`src/rtl/fft_bfly_stage.sv`:
```
// Radix-2 DIT butterfly stage: Y0 = A + BW, Y1 = A - BW, two-stage valid/ready pipe
// with optional divide-by-2 scaling, saturation, sticky overflow and frame marking.

module fft_bfly_lane #(
    parameter int DW    = 16,
    parameter int SCALE = 0,
    parameter int SUB   = 0
) (
    input  logic [DW-1:0] a,
    input  logic [DW-1:0] b,
    output logic [DW-1:0] res,
    output logic          sat
);
    logic signed [DW:0] ext;

    // One guard bit holds the exact sum/difference of two DW-bit operands.
    assign ext = (SUB != 0) ? ($signed({a[DW-1], a}) - $signed({b[DW-1], b}))
                            : ($signed({a[DW-1], a}) + $signed({b[DW-1], b}));

    always_comb begin
        sat = 1'b0;
        res = ext[DW-1:0];
        if (SCALE != 0) begin
            res = ext[DW:1];
        end else if (ext[DW] != ext[DW-1]) begin
            sat = 1'b1;
            res = ext[DW] ? {1'b1, {(DW-1){1'b0}}} : {1'b0, {(DW-1){1'b1}}};
        end
    end
endmodule

module fft_bfly_stage #(
    parameter int DW          = 16,
    parameter int SCALE       = 0,
    parameter int FRAME_PAIRS = 4
) (
    input  logic          clk,
    input  logic          rst_n,
    input  logic          in_valid,
    output logic          in_ready,
    input  logic [DW-1:0] a_real,
    input  logic [DW-1:0] a_imag,
    input  logic [DW-1:0] bw_real,
    input  logic [DW-1:0] bw_imag,
    output logic          out_valid,
    input  logic          out_ready,
    output logic [DW-1:0] y0_real,
    output logic [DW-1:0] y0_imag,
    output logic [DW-1:0] y1_real,
    output logic [DW-1:0] y1_imag,
    output logic          out_last,
    input  logic          clr_ovf,
    output logic          ovf
);
    localparam int CW = (FRAME_PAIRS > 1) ? $clog2(FRAME_PAIRS) : 1;
    localparam logic [CW-1:0] LAST_CNT = CW'(FRAME_PAIRS - 1);

    logic                   s1_valid, s2_valid;
    logic [1:0][DW-1:0]     s1_a, s1_b;   // [0] real, [1] imag
    logic [3:0][DW-1:0]     lane_res, s2_y;
    logic [3:0]             lane_sat;
    logic [CW-1:0]          cnt;
    logic                   advance, in_xfer, out_xfer, s2_load;

    assign advance  = !s2_valid | out_ready;
    assign in_ready = !s1_valid | advance;
    assign in_xfer  = in_valid & in_ready;
    assign out_xfer = s2_valid & out_ready;
    assign s2_load  = advance & s1_valid;

    always_ff @(posedge clk or negedge rst_n) begin
        if (!rst_n) begin
            s1_valid <= 1'b0;
            s1_a     <= '0;
            s1_b     <= '0;
        end else begin
            if (in_xfer) begin
                s1_valid <= 1'b1;
                s1_a     <= {a_imag, a_real};
                s1_b     <= {bw_imag, bw_real};
            end else if (advance) begin
                s1_valid <= 1'b0;
            end
        end
    end

    // Lanes 0/1 form Y0 (real/imag), lanes 2/3 form Y1.
    genvar g;
    generate
        for (g = 0; g < 4; g++) begin : g_lane
            fft_bfly_lane #(
                .DW   (DW),
                .SCALE(SCALE),
                .SUB  ((g >= 2) ? 1 : 0)
            ) u_lane (
                .a  (s1_a[g % 2]),
                .b  (s1_b[g % 2]),
                .res(lane_res[g]),
                .sat(lane_sat[g])
            );
        end
    endgenerate

    always_ff @(posedge clk or negedge rst_n) begin
        if (!rst_n) begin
            s2_valid <= 1'b0;
            s2_y     <= '0;
        end else if (advance) begin
            s2_valid <= s1_valid;
            if (s1_valid) s2_y <= lane_res;
        end
    end

    // A clamp seen at load wins over a same-cycle clear.
    always_ff @(posedge clk or negedge rst_n) begin
        if (!rst_n) begin
            ovf <= 1'b0;
        end else if (s2_load && (|lane_sat)) begin
            ovf <= 1'b1;
        end else if (clr_ovf) begin
            ovf <= 1'b0;
        end
    end

    always_ff @(posedge clk or negedge rst_n) begin
        if (!rst_n) begin
            cnt <= '0;
        end else if (out_xfer) begin
            cnt <= (cnt == LAST_CNT) ? '0 : cnt + 1'b1;
        end
    end

    assign out_valid = s2_valid;
    assign out_last  = s2_valid & (cnt == LAST_CNT);
    assign y0_real   = s2_y[0];
    assign y0_imag   = s2_y[1];
    assign y1_real   = s2_y[2];
    assign y1_imag   = s2_y[3];
endmodule

```
`config.mk`:
```
export PLATFORM = sky130hd
export DESIGN_NAME = fft_bfly_stage
export DESIGN_NICKNAME = d
export VERILOG_FILES = /design/src/rtl/fft_bfly_stage.sv
export SDC_FILE = /design/constraint.sdc
export NUM_CORES = 1
export LEC_CHECK = 0
export CORE_ASPECT_RATIO = 1.5
export CORE_UTILIZATION = 40
export DETAILED_ROUTE_END_ITERATION = 10
export SLEW_MARGIN = 15
export SYNTH_ARGS = -nofsm -noshare
export SYNTH_HDL_FRONTEND = slang
export SYNTH_SLANG_ARGS = --single-unit
```
`constraint.sdc`:
```
create_clock -name clk -period 5.6 [get_ports clk]
set_input_delay 1.12 -clock clk [delete_from_list [all_inputs] [get_ports clk]]
set_output_delay 1.12 -clock clk [all_outputs]
set_load 0.01 [all_outputs]
```
Yosys cells after proc, flatten, opt, wreduce, memory -nomap -nowiden. Index checks and enable logic that the tools add are counted. W data, S select, Z words.

Add/sub/neg operators: 5. Eq/ne operators: 5. Multiplexer cells: 17. Bitwise operators: 6. Reduce and logical (&&, ||, !) cells: 7.

Operators by type and width (count): $mux W16 (8); $add A16 B16 Y17 (2); $sub A16 B16 Y17 (2); $mux W1 (8); $and A1 B1 Y1 (4); $ne A1 B1 Y1 (4); $reduce_bool A2 Y1 (2); $reduce_or A4 Y1 (1); $add A2 B1 Y2 const B (1); $eq A2 B2 Y1 const B (1); $logic_not A1 Y1 (2); $mux W2 (1); $or A1 B1 Y1 (2); $reduce_and A2 Y1 (1); $logic_and A1 B1 Y1 (1).

Input bits: 69. Bits in registers: 133.

Longest topological paths before layout. Gate-level depths: netlist (run 1).

Depth in word-level cells: 6. Mapped depth: 14. Depth with buffers taken out: 13.

Cells and area by module. A second synthesis (run 1) with hierarchy kept.

Cell total of the unflattened synthesis: 948. Area total of the unflattened synthesis: 10463.8 um2.

Modules (own cells, without submodules): fft_bfly_stage (area an instance 5491.5 um2, times used 1, seq. area each 3328.2 um2, cells each 289); fft_bfly_lane at g_lane[2].u_lane (area an instance 1476.4 um2, times used 1, seq. area each 0.0 um2, cells each 210); fft_bfly_lane at g_lane[3].u_lane (area an instance 1432.6 um2, times used 1, seq. area each 0.0 um2, cells each 196); fft_bfly_lane at g_lane[1].u_lane (area an instance 1041.0 um2, times used 1, seq. area each 0.0 um2, cells each 126); fft_bfly_lane at g_lane[0].u_lane (area an instance 1022.2 um2, times used 1, seq. area each 0.0 um2, cells each 127).

Least setup slack after synthesis (run 1). No wires, ideal clock.

Path type: register to register. Start point: register s1_b[0] (netlist bit). End point: register ovf. Setup time: 0.141 ns. Period minus slack after synthesis: 2.925 ns. Cell stages (with the launch flop): 13. Setup slack: 2.675 ns. Data arrival time: 2.784 ns. Path buffers: 0. Path through: dfrtp_1 ha_1 inv_1 fa_1 o21ba_2 nor4_4 nor4b_1 o31a_1 a221oi_4 a21o_2 nand2_1 nor4_1 o22ai_1.

Word-level cells in the longest chain between the ends: 6. Elaborated cells on any way between the ends: 10. Classes of those cells: add/sub: 2; eq/ne: 2; mux: 3; reduce/logical: 3.

RTL lines: start: declaration (line 59) `logic [1:0][DW-1:0] s1_a, s1_b;`; start signal: assignment (line 80) `s1_b <= {bw_imag, bw_real};`; $add A16 B16 Y17 / $sub A16 B16 Y17 (equally long branches); $ne A1 B1 Y1 (line 25) `end else if (ext[DW] != ext[DW-1]) begin`; $mux W1 (line 25); $reduce_or A4 Y1 (*) (line 118) `end else if (s2_load && (|lane_sat)) begin`; $logic_and A1 B1 Y1 (*) (line 118); $mux W1 / $reduce_bool A2 Y1 (equally long branches); end signal: assignment (line 117) `ovf <= 1'b0;`; end signal: assignment (line 119) `ovf <= 1'b1;`; end signal: assignment (line 121) `ovf <= 1'b0;`; end: declaration (line 53) `output logic ovf`.

Mark *: on every way between the ends. The rest lies on a longest branch, timed or not. A chain may end at the register's enable or synchronous reset.

Worst setup path after layout (run 1).
Start point: register s1_b[2] (netlist bit). End point: register s2_y, in the netlist y0_real[7].

Word-level cells in the longest chain between the ends: 3. Elaborated cells on any way between the ends: 4. Classes of those cells: add/sub: 1; eq/ne: 1; mux: 2.

RTL lines: $add A16 B16 Y17 (*); $mux W16 / $ne A1 B1 Y1 (equally long branches) (line 27, 25); $mux W16 (*) (line 25); end signal: assignment (line 110) `if (s1_valid) s2_y <= lane_res;`; end: declaration (line 60) `logic [3:0][DW-1:0] lane_res, s2_y;`.

Marked as above.

==> metrics.cfg, run 1 <==
[cells_and_area]
final_cell_mix=135 x clkdlybuf4s50_1, 133 x dfrtp_1, 95 x nor2_1
layout_commonest_cell=clkdlybuf4s50_1
syn2layout_area_growth_pct=24.3
stdcell_count=1343
num_antenna_cells=0
drive_gt1_share_pct=11.6
fin_nets=1197
fillerInstances=2109

[power]
p_per_area_nw_per_um2=477
vdd_drop_max_mv=0.263
power_leakage_nw=4.71

[synthesis]
ys_seq_area_share_pct=37.6
yosys_warnings=0
syn_avg_cell_area_um2=9.32
netlist_instances=950
synth_area_um2=8850
synth_ff_type=dfrtp_1
ys_types=72
synth_edf_count=0
synth_seq_cells=133
syn_nets=1088
synthArstFlopShare_pct=100

[cts]
postCtsHoldBufs=0
cts.sinks=133
cts_resized=0
cts_tree=done
cts_buffers=17
clk_pin_slew_ns=0.06
postCtsSetupBuffers=0
clockRootBuffer=clkbuf_16
insertion_delay_ns=0.42
h-tree-depth=4
cts.path.max_buffers=2

[detailed_routing]
drtAntennaViolNets=0
drt_iter0_drc=411
dr.pass1.iters=5
drt-total-wl_mm=23.5
dr_total_vias=7266
drc=0
detail_route.wl_per_cell_um=17.5
viasPerCell=5.41

[worst_setup_path]
critPathKind=register to register
arrival_ns=3.90
cpPeakStageDelay_ns=0.77
crit_path_max_fanout=8
end_kind=register
crit_required_ns=5.94
r2r_start=s1_b[2]$_DFFE_PN0P_
reg2reg_to=y0_real[7]$_DFFE_PN0P_
reg2reg_setup_slack_ns=2.03
critPathSlowestCell=nor4b_1
crit_path_start_kind=register
r2r_cells=10
crit_path_start=s1_b[2]$_DFFE_PN0P_
path_cells=inv_1 > ha_1 > o21ba_2 > nor4_4 > nor4b_1 > o31a_1 > a221oi_4 > nor3_1 > o21ai_0 > a31oi_1

[global_routing]
grt_pass1_vias=7307
grt_usage_pct=21.9
antenna_found_initial=0
grt_pass1_wl_mm=37.6
grt_overflow=0
grt_max_degree=93

[place]
gp_congestion=0.909
dpl_worst_slack_ns=1.99
portBuffers=136
dp_hpwl_mm=18.0
dp_cells=1312

[floorplan]
start_util_pct=40.7
core-area_um2=21700
placementRows=66
ios=137
die_area_um2=22700
fp.dieW_um=123
dieHeight_um=184

[flow_run]
maxCapViolations=0

[timing]
fmax_mhz=281
holdWs_ns=0.465
final-setup-viol-count=0
rsz0062_at_grt=no
slew_viol_final=0
finalHoldViolations=0
setup_ws_ns=2.03
period_needed_ns=3.57
tightest_slew_ns=0.925
setup_tns_ns=0
slew_headroom_pct=38.2
fin_worst_skew_ns=0.00995
period_share_pct=63.7

[hold_path]
hold_depth=2
min_path_type=register to register
holdPathEnd=y1_real[12]$_DFFE_PN0P_
hp-start=y1_real[12]$_DFFE_PN0P_

[outcome]
status=finished, final reports clean

[through the flow]
stage,util [%],power [mW],area (µm²)
CTS,50.7,5.31,11000
global placement,47.8,4.09,10400
finish,50.7,5.25,11000
detailed placement,47.8,4.11,10400
global route,50.7,5.66,11000
floorplan,-,3.10,8850
[report_power, final]
group / internal (mW) / total [mW] / leakage [nW] / switching (mW)
Clock: 0.757 / 1.17 / 0.299 / 0.417
Combinational: 1.22 / 2.60 / 2.89 / 1.38
Sequential: 1.27 / 1.48 / 1.53 / 0.211
Total: 3.24 / 5.25 / 4.71 / 2.01
[critical path: cells and delay by family (launching register included)]
family	cells	cell delay (ns)
DFF	1	0.37
buffers and inverters	1	0.05
adders and majority gates	1	0.45
AOI/OAI and AO/OA	5	1.07
and+or+nand+nor	3	1.53
[cell type report]
cell class	instances	area (µm²)	area share, %
clock buffers	24	502	4.56
clock inverters	7	119	1.08
inverters	62	233	2.11
multi-input cells	703	5070	46.1
flip-flops and latches	133	3330	30.2
well taps	272	340	3.09
repair buffers	142	1410	12.8
[how the worst max path moves through the flow]
stage | endpoint | slack [ns] | cells after the start
final | y0_real[7]$_DFFE_PN0P_ | 2.03 | 10
after global routing | y0_imag[9]$_DFFE_PN0P_ | 1.72 | 11
after CTS | y0_imag[9]$_DFFE_PN0P_ | 1.97 | 11
after detailed placement | y0_imag[9]$_DFFE_PN0P_ | 1.99 | 11
after global placement | y0_imag[9]$_DFFE_PN0P_ | 2.01 | 11
after floorplan | ovf$_DFFE_PN0P_ | 2.68 | 12
[cells in the mapped netlist, types with 3 or more instances]
| cell | count | area share (%) |
|---|---|---|
| mux2_2 | 65 | 8.3 |
| or4_1 | 5 | 0.42 |
| o21ba_2 | 3 | 0.34 |
| a21oi_1 | 74 | 4.2 |
| nor2b_1 | 8 | 0.57 |
| xnor2_1 | 32 | 3.2 |
| a31oi_1 | 17 | 1.2 |
| nor3_1 | 10 | 0.57 |
| buf_2 | 9 | 0.51 |
| or3_1 | 6 | 0.42 |
| dfrtp_1 | 133 | 38 |
| xor2_1 | 11 | 1.1 |
| nor3b_1 | 3 | 0.25 |
| nor2_1 | 95 | 4.0 |
| fa_1 | 4 | 0.90 |
| inv_1 | 62 | 2.6 |
| a21o_1 | 12 | 1.0 |
| ha_1 | 65 | 9.2 |
| clkbuf_1 | 41 | 1.7 |
| o41ai_1 | 4 | 0.40 |
| o21ai_0 | 38 | 2.1 |
| and3_1 | 5 | 0.35 |
| o31ai_1 | 6 | 0.51 |
| o21bai_1 | 13 | 1.1 |
| o22ai_1 | 7 | 0.49 |
| nand2b_1 | 20 | 1.4 |
| nand2_1 | 66 | 2.8 |
| o211ai_1 | 11 | 0.93 |
| o22a_1 | 15 | 1.5 |
| nor4_1 | 9 | 0.64 |
| o21a_1 | 13 | 1.1 |
| nand3_1 | 19 | 1.1 |
| a211oi_1 | 9 | 0.76 |
| o2111ai_1 | 8 | 0.79 |
| and2_1 | 5 | 0.35 |
[logic make-up after synthesis]
kind of cell / Yosys count / synth area share, %
flip-flops: 133 / 37.6
multiplexers: 67 / 8.55
buffers and inverters: 114 / 5.09
AO/OA/AOI/OAI: 263 / 20.4
XOR/XNOR: 43 / 4.26
AND/OR/NAND/NOR: 261 / 14.0
adder cells (fa/ha/maj): 69 / 10.1
[registers in the layout, summed over array words and instances, names as in the netlist]
signal,cells
s1_b,32
cnt,2
y1_real,16
s1_valid,1
s1_a,32
y0_real,16
out_valid,1
y1_imag,16
ovf,1
y0_imag,16
[per-layer routing]
| layer | GRT usage [%] | vias to the layer above | share of wire, % |
|---|---|---|---|
| li1 | - | 3584 | - |
| met1 | 22.8 | 3471 | 37 |
| met2 | 41.7 | 165 | 56 |
| met3 | 2.94 | 46 | 2.8 |
| met4 | 10.7 | 0 | 3.9 |
| met5 | 0 | - | 0 |
No activity file was read; power rests on OpenSTA's default activity.
==> inputs of run 2 (changes only) <==
Clock period 5.6 ns to 2.97 ns, I/O delays scaled along.
==> run 2 against run 1 <==
Non-clock buffer count grew 111. Register-to-register slack lost 2.0 ns. Flip-flop and latch count is the same. Clock-buffer cell count shrank 5. Design area grew 12%. Sequential power grew 88%. Fmax grew 21%. Die area is the same. Global-route usage grew 2.0 points. Sequential share of layout area shrank 3.3 points. Combinational power grew 130%. Largest power group unchanged.
==> metrics.cfg, run 2 (synthesis results as in run 1) <==
[floorplan]
ios=137
core-area_um2=21700
fp.dieW_um=123
start_util_pct=40.7
dieHeight_um=184
placementRows=66
die_area_um2=22700

[place]
portBuffers=136
gp_congestion=0.921
dpl-instance-area_um2=11100
dp_hpwl_mm=19.5
dpl_worst_slack_ns=-0.162

[power]
p_comb_share_pct=55.2
swShare_pct=39.0
p_seq_share_pct=25.2
p_per_area_nw_per_um2=894
vdd_drop_max_mv=0.471
p_clk_share_pct=19.6
switching_power_mw=4.30
power.internal_mw=6.73
power_leakage_nw=5.36

[timing]
slew_viol_final=0
tightest_slew_ns=0.516
period_share_pct=99.6
rsz0062_at_grt=yes
setup_ws_ns=0.0116
final-setup-viol-count=0
fin_worst_skew_ns=0.0107
period_needed_ns=2.96
fmax_mhz=338
slew_headroom_pct=64.7
finalHoldViolations=0

[cts]
insertion_delay_ns=0.43
h-tree-depth=4
clockRootBuffer=clkbuf_16
clk_pin_slew_ns=0.06
cts.sinks=133
cts_buffers=17
cts.path.max_buffers=2
cts_tree=done

[worst_setup_path]
critPathKind=register to register
crit_path_start_kind=register
reg2reg_to=y0_real[11]$_DFFE_PN0P_
crit_required_ns=3.34
reg2reg_setup_slack_ns=0.01
r2r_cells=13
arrival_ns=3.33
r2r_start=s1_b[0]$_DFFE_PN0P_
end_kind=register
crit_path_max_fanout=6

[detailed_routing]
dr_total_vias=7836
viasPerCell=5.38
drt_iter0_drc=357
detail_route.wl_per_cell_um=17.8
drc=0
drt-total-wl_mm=25.9
drtAntennaViolNets=0
dr.pass1.iters=4

[global_routing]
grt_overflow=0
grt_pass1_wl_mm=40.9
grt_pass1_vias=7901
grt_usage_pct=23.9
antenna_found_initial=0
grt_max_degree=65

[cells_and_area]
num_antenna_cells=0
syn2layout_area_growth_pct=39.3
drive_gt1_share_pct=25.1
fillerInstances=1955
fin_nets=1310
final_cell_mix=135 x clkdlybuf4s50_1, 133 x dfrtp_1, 101 x buf_4
top_regs=s1_a (32), s1_b (32)
final_cell_area_um2=12300
layout_commonest_cell=clkdlybuf4s50_1

[hold_path]
min_path_type=primary input to async pin

[flow_run]
maxCapViolations=0

[outcome]
status=finished, final reports clean

## run 2: cell count changes in the layout (fill, tap and decap cells not counted), sizes merged, moves of 3 or more
cell,previous run,this run
buf,7,118
clkbuf,24,19
clkinvlp,2,5
inv,62,66
## run 2: power groups by stage
| stage | sequential (mW) | combinational, mW | clock [mW] |
|---|---|---|---|
| floorplan | 2.92 | 2.92 | 0 |
| global placement | 2.81 | 5.43 | 0 |
| detailed placement | 2.82 | 5.48 | 0 |
| CTS | 2.79 | 5.68 | 2.21 |
| global route | 2.86 | 6.64 | 2.30 |
| finish | 2.78 | 6.09 | 2.16 |
## run 2: cell type report
type / count / area (µm²) / share of cell area [%]
clock buffer: 19 / 453 / 3.67
clock inverter: 13 / 146 / 1.19
inverter: 62 / 233 / 1.89
multi-input combinational: 705 / 5480 / 44.4
sequential: 133 / 3330 / 27.0
tap: 272 / 340 / 2.76
timing repair buffer: 253 / 2350 / 19.1
## run 2: worst max-delay path, cell delays in order (launching register included)
cell and delay (ns):
dfrtp_1 0.37, ha_2 0.20, inv_2 0.04, fa_2 0.34, o21ba_4 0.21, nor4_4 0.19, nor4b_2 0.10, o31a_1 0.35
a221oi_4 0.24, buf_6 0.18, nand3_4 0.12, mux2_4 0.37, o211ai_2 0.07, o21a_1 0.13
## run 2: through the flow
step           hold slack (ns)  power, mW  TNS, ns  util [%]  instances
5_1_grt                 0.0948       11.8    -1.33      56.8       1457
2_1_floorplan            0.298       5.85        0         -        950
3_3_place_gp             0.457       8.24   -0.203      51.2       1403
6_report                0.0783       11.0        0      56.8       1457
3_5_place_dp             0.473       8.30    -2.51      51.2       1403
4_1_cts                 0.0805       10.7  -0.0238      54.8       1442
## run 2: worst max path at each step
stage | from | to | slack [ns] | depth (start not counted)
CTS | s1_a[0]$_DFFE_PN0P_ | y0_real[11]$_DFFE_PN0P_ | -0.01 | 12
global placement | s1_a[0]$_DFFE_PN0P_ | ovf$_DFFE_PN0P_ | -0.03 | 12
finish | s1_b[0]$_DFFE_PN0P_ | y0_real[11]$_DFFE_PN0P_ | 0.01 | 13
floorplan | s1_b[0]$_DFFE_PN0P_ | ovf$_DFFE_PN0P_ | 0.05 | 12
global route | s1_a[0]$_DFFE_PN0P_ | y0_real[3]$_DFFE_PN0P_ | -0.11 | 12
detailed placement | s1_b[17]$_DFFE_PN0P_ | y0_imag[0]$_DFFE_PN0P_ | -0.16 | 14
## run 2: what timing repair did
| action | CTS | global route |
|---|---|---|
| setup endpoints to repair | 30 | 62 |
| gates resized for setup | 23 | 75 |
| hold buffers | 0 | 0 |
| pin swaps | 12 | 37 |
| gates cloned | 1 | 2 |
| setup buffers | 6 | 13 |
| hold endpoints to repair | 0 | 0 |
## run 2: routing by layer
| layer | wire length, µm | vias to the layer above | GRT usage (%) | part of all wire [%] |
|---|---|---|---|---|
| met2 | 14700 | 158 | 45.7 | 57 |
| met1 | 9300 | 3784 | 24.0 | 36 |
| li1 | - | 3831 | - | - |
| met4 | 1190 | 0 | 12.2 | 4.6 |
| met5 | 0 | - | 0 | 0 |
| met3 | 695 | 63 | 4.15 | 2.7 |
==> inputs of run 3 (changes only) <==
Settings changed: CTS_CLUSTER_SIZE set to 10.
==> results of run 3 <==
No change in the layout: final DEF, timing and power equal those of run 2.
==> RTL change 1 (config.mk and constraints of run 3) <==
`DW` is set to 16 in 2 places; all go to 32.
--- a/src/rtl/fft_bfly_stage.sv
+++ b/src/rtl/fft_bfly_stage.sv
@@ -2,7 +2,7 @@
 // with optional divide-by-2 scaling, saturation, sticky overflow and frame marking.
 
 module fft_bfly_lane #(
-    parameter int DW    = 16,
+    parameter int DW    = 32,
     parameter int SCALE = 0,
     parameter int SUB   = 0
 ) (
@@ -30,7 +30,7 @@
 endmodule
 
 module fft_bfly_stage #(
-    parameter int DW          = 16,
+    parameter int DW          = 32,
     parameter int SCALE       = 0,
     parameter int FRAME_PAIRS = 4
 ) (
Ports: changed (8 resized); port bits go from 137 to 265. The function was not compared with the original's and may differ.
==> RTL change 1 against run 3 <==
  * The run now ends with negative setup slack left
  * Count of clock-buffer cells in the layout up 22
  * Worst setup slack worse by 620 ps
  * Power up 130%
  * Sequential cell count up 128
  * Final cell count up 120%
  * Final area up 120%
  * Synthesized area up 99%
  * Wire length rose to 2.5 times the old value
  * First-iteration DRC count up 140%
  * Maximum frequency down 17%
  * Largest power group unchanged
==> RTL change 1: results (changes against run 3) <==
** Critical path
- CP peak stage delay :: 420 ps (was 370 ps)
- The cell with the largest stage delay on the worst path is a311oi_2 (was dfrtp_1).
- The maximum net fanout on the critical path came to 8 (was 6).

** Power and ir drop
- The combinational logic power was 15.9 mW (was 6.09 mW).
- Relative contribution of the clock network to total power :: 14.0% (was 19.6%)
- The switching power as a share of total power is 40.8% (was 39.0%).
- Leakage power of the design :: 12.3 nW (was 5.36 nW)
- The maximum vdd drop was 619 µV (was 471 µV).
- The relative contribution of sequential cells to total power came to 22.2% (was 25.2%).

** Global routing
- Via count of the first global-routing pass :: 18000 (was 7901)
- Combined global-route utilization of all metal layers :: 28.3% (was 23.9%)
- The number of antenna violations at the first check in global routing is 3 (was 0).
- Global-route wire length before repair :: 99.4 mm (was 40.9 mm)
- The pin count of the biggest net entering global routing is 91 (was 65).

** Layout
- The number of filler instances in the final layout was 3669 (was 1955).
- Count of placed standard cells in the final layout, fillers left out :: 3212 (was 1457)
- The total number of nets in the final design was 2895 (was 1310).
- Largest registers :: s1_a: 64 flops, s1_b: 64 flops (was s1_a: 32 flops, s1_b: 32 flops)
- The ratio of cells with drive above 1 in the final layout came to 35.8% (was 25.1%).

** Clocking
- Later-pin clock latency in the skew report :: 590 ps (was 430 ps)
- The largest buffer count on any clock path was 3 (was 2).
- The clock slew seen by the registers of the worst setup and hold paths is 60 ps (about the same).
- The count of H-tree levels built during CTS came to 1 (was 4).
- The number of buffers created by CTS came to 31 (was 17).

** Timing
- Setup slack after layout :: -610 ps (was 11.6 ps)
- The setup TNS after final layout was -54020 ps (was 0 ps).
- The final setup violation count came to 129 (was 0).
- Worst-case clock skew :: 18.2 ps (was 10.7 ps)
- The final hold slack came to 479 ps (was 78.3 ps).
- Slew of the pin with the lowest slew margin :: 619 ps (was 516 ps)

** Drt
- The average vias per placed instance is 5.36 (was 5.38).
- The first-pass iteration count of the detailed router was 5 (was 4).
- The starting DRC count in detailed routing was 839 (was 357).
- The total routed wirelength came to 65.4 mm (was 25.9 mm).

** Placed design
- The cell total after placement came to 3083 (was 1403).
- Worst slack at placement :: -903 ps (was -162 ps)
- Area after DPL :: 24200 µm² (was 11100 µm²)
- The post-detailed-placement half-perimeter wirelength was 48.1 mm (was 19.5 mm).
- The global placement routability congestion came to 0.985 (was 0.921).
- The number of buffers added on ports came to 264 (was 136).

** Logic synthesis
- Count of warnings emitted by yosys :: 0 (unchanged)
- Area contributors post-synth: dfrtp_1 (37%), ha_1 (9.2%), mux2_2 (8.5%) (was dfrtp_1 (38%), ha_1 (9.2%), mux2_2 (8.3%)).
- Cell count after synthesis :: 1938 (was 950)
- Most numerous cell types in the synthesized netlist: dfrtp_1 (261), a21oi_1 (173), nand2_1 (158) (was dfrtp_1 (133), nor2_1 (95), a21oi_1 (74)).
- Number of nets produced by synthesis :: 2204 (was 1088)
- The count of distinct cell types in the synthesized netlist was 80 (was 72).
- The fraction of the yosys area taken by sequential cells came to 37.1% (was 37.6%).

** Run status
- Status :: finished, violations left (was complete, no violations)
- Failing checks :: negative setup slack

** Min path
- Kind of path behind the tightest hold check :: flip-flop to flip-flop (was input pin to async pin)
==> RTL change 1: repair_timing <==
item,CTS,global route
cloned,9,4
pin swaps,76,91
buffers inserted,40,42
gates resized for setup,190,184
hold endpoints to repair,48,0
endpoints found under the setup margin,129,129
hold buffers,1,0
==> RTL change 1: cell families (layout without fill, tap and decap cells) <==
logic type | count (synthesis) | count (layout) | synth area share [%]
flops | 261 | 261 | 37.1
simple gates | 459 | 459 | 11.9
fa+ha+maj | 142 | 142 | 10.2
compound gates | 588 | 588 | 21.5
xor+xnor | 103 | 103 | 5.16
buf+inv | 250 | 951 | 5.60
other cells | 0 | 3 | 0
mux | 135 | 135 | 8.61
==> RTL change 1: routing by layer <==
layer / share of wire, % / vias up / track usage [%]
li1: - / 8192 / -
met1: 35 / 8307 / 28.3
met2: 55 / 513 / 55.5
met3: 3.8 / 201 / 3.15
met4: 6.5 / 0 / 17.6
met5: 0 / - / 0
==> RTL change 1: area by class of cell <==
cell class / instances / area [µm²] / share of cell area (%)
antenna: 3 / 7.51 / 0.0275
clock buffer: 41 / 833 / 3.05
clock inverter: 2 / 35.0 / 0.128
inverter: 141 / 539 / 1.97
multi-input combinational: 1427 / 11700 / 42.6
sequential: 261 / 6530 / 23.9
tap: 570 / 713 / 2.61
timing repair buffer: 767 / 7030 / 25.7
==> RTL change 1: final timing paths <==
path                        startpoint          end  cells past startpoint
setup / recovery               s1_a[0]  y0_real[29]                     18
hold / removal             y0_imag[31]  y0_imag[31]                      2
setup reg to reg               s1_a[0]  y0_real[29]                     18
hold reg to reg            y0_imag[31]  y0_imag[31]                      2
max in group asynchronous        rst_n     s1_a[46]                      3
min in group asynchronous        rst_n      s1_a[7]                      2
==> RTL change 2 (config.mk and constraints of run 3) <==
Made on the original files. Register the output `ovf` once more, without a reset; this adds one clock of latency there. The other outputs are not delayed to match.
--- a/src/rtl/fft_bfly_stage.sv
+++ b/src/rtl/fft_bfly_stage.sv
@@ -54,6 +54,8 @@
 );
     localparam int CW = (FRAME_PAIRS > 1) ? $clog2(FRAME_PAIRS) : 1;
     localparam logic [CW-1:0] LAST_CNT = CW'(FRAME_PAIRS - 1);
+
+    logic ovf_s0;
 
     logic                   s1_valid, s2_valid;
     logic [1:0][DW-1:0]     s1_a, s1_b;   // [0] real, [1] imag
@@ -114,11 +116,11 @@
     // A clamp seen at load wins over a same-cycle clear.
     always_ff @(posedge clk or negedge rst_n) begin
         if (!rst_n) begin
-            ovf <= 1'b0;
+            ovf_s0 <= 1'b0;
         end else if (s2_load && (|lane_sat)) begin
-            ovf <= 1'b1;
+            ovf_s0 <= 1'b1;
         end else if (clr_ovf) begin
-            ovf <= 1'b0;
+            ovf_s0 <= 1'b0;
         end
     end
 
@@ -136,5 +138,9 @@
     assign y0_imag   = s2_y[1];
     assign y1_real   = s2_y[2];
     assign y1_imag   = s2_y[3];
+    always_ff @(posedge clk) begin
+        ovf <= ovf_s0;
+    end
+
 endmodule
 
Check against the original RTL: not equivalent (Yosys sat finds a counterexample within 4 cycles, from zero or initial values and one cycle with rst_n low).
==> RTL change 2 against run 3 <==
  * The flow now finishes with violations (negative setup slack)
  * Sequential cell count grew 1
  * Global-route usage shrank 0.68 points
  * Count of clock-buffer cells in the layout grew 4
  * Final area is essentially flat
  * Clock power shrank 3%
  * Synthesized area grew 0.23%
  * Non-clock buffer count grew 3
  * Worst setup slack lost 46 ps
  * Critical path depth is the same
  * Final cell count grew 0.27%
  * Clock skew grew 4.5 ps
  * Wire length grew 0.18%
  * Power is essentially flat
  * Critical path type unchanged
  * Highest routed layer unchanged
==> RTL change 2: results (changes against run 3) <==
** Placed design
- The post-detailed-placement half-perimeter wirelength was 19.1 mm (was 19.5 mm).
- Worst slack at placement :: -130 ps (was -162 ps)
- Placed insts :: 1407 (was 1403)
- Area after DPL :: 11200 µm² (was 11100 µm²)

** Timing
- The final setup violation count was 8 (was 0).
- The final setup slack of the worst path came to -34.4 ps (was 11.6 ps).
- Worst-case clock skew :: 15.2 ps (was 10.7 ps)
- The worst relative slew slack is 52.7% (was 64.7%).

** Global routing
- Met3 usage in global routing :: 3.65% (was 4.15%)
- Antenna violations before repair :: 0 (unchanged)
- Via count of the first global-routing pass :: 7734 (was 7901)
- The routing usage on met2 came to 44.8% (was 45.7%).
- Combined global-route utilization of all metal layers :: 23.2% (was 23.9%)
- Pin count of the biggest net entering global routing :: 76 (was 65)

** Run status
- Failing checks :: negative setup slack
- Status :: finished, violations left (was complete, no violations)

** Power and ir drop
- Maximum resistive drop on vdd :: 515 µV (was 471 µV)
- Internal power :: 6.73 mW (about the same)
- The total leakage power was 5.39 nW (was 5.36 nW).

** Layout
- Largest registers :: s1_a: 32 flops, s1_b: 32 flops (unchanged)
- The ratio of cells with drive above 1 in the final layout is 24.8% (was 25.1%).
- The number of filler instances in the final layout is 1986 (was 1955).
- Layout Nets :: 1314 (was 1310)
- The storage element area is 3350 µm² (was 3330 µm²).

** Logic synthesis
- The synthesized-area fraction occupied by ao, oa, aoi and oai cells was 20.3% (was 20.4%).
- Number of nets produced by synthesis :: 1089 (was 1088)
- The count of distinct cell types in the synthesized netlist came to 73 (was 72).
- The xor and xnor fraction of the mapped netlist area came to 4.25% (was 4.26%).
- Area contributors post-synth :: dfrtp_1 (38%), ha_1 (9.2%), mux2_2 (8.3%) (unchanged)

** Drt
- Drt pass-1 iters :: 5 (was 4)
- Met1 Wirelength :: 9.46 mm (was 9.30 mm)
- Wire length per cell after detailed routing :: 17.8 µm (about the same)
- The wire length on met3 is 772 µm (was 695 µm).
- Wirelength, routed :: 25.9 mm (about the same)

** Clocking
- The number of instances resized during post-cts repair is 17 (was 23).
- Later-pin clock latency in the skew report :: 430 ps (about the same)

** Critical path
- Crit path arrival time :: 3380 ps (was 3330 ps)
- Cell type group with the largest total delay on the critical path :: compound AO/OA/AOI/OAI gates (unchanged)
RTL change 2: cell count changes after synthesis, sizes merged:
cell	run 3	this run
dfxtp	0	1
RTL change 2: final cells by class:
cell class / count / share of cell area [%]
Sequential cell: 134 / 27.1
Clock buffer: 23 / 3.95
Clock inverter: 9 / 0.750
Timing Repair Buffer: 256 / 19.4
Tap cell: 272 / 2.76
Inverter: 62 / 1.91
Multi-Input combinational cell: 705 / 44.2
RTL change 2: path summary, 6_finish.rpt:
kind,endpoint,startpoint,slack [ps]
max,y0_real[11],s1_a[0],-30
min,s1_a[4],rst_n,180
max reg2reg,y0_real[11],s1_a[0],-30
min reg2reg,ovf,ovf_s0,370
max in group asynchronous,s1_a[20],rst_n,2080
min in group clk,ovf,ovf_s0,370
RTL change 2: power by group through the flow:
stage                     logic, mW  clock network (mW)  registers (mW)
after global routing           6.67                2.21            2.87
after detailed placement       5.52                   0            2.83
after global placement         5.47                   0            2.83
after floorplan                2.92                   0            2.94
final                          6.13                2.09            2.80
after CTS                      5.68                2.13            2.81
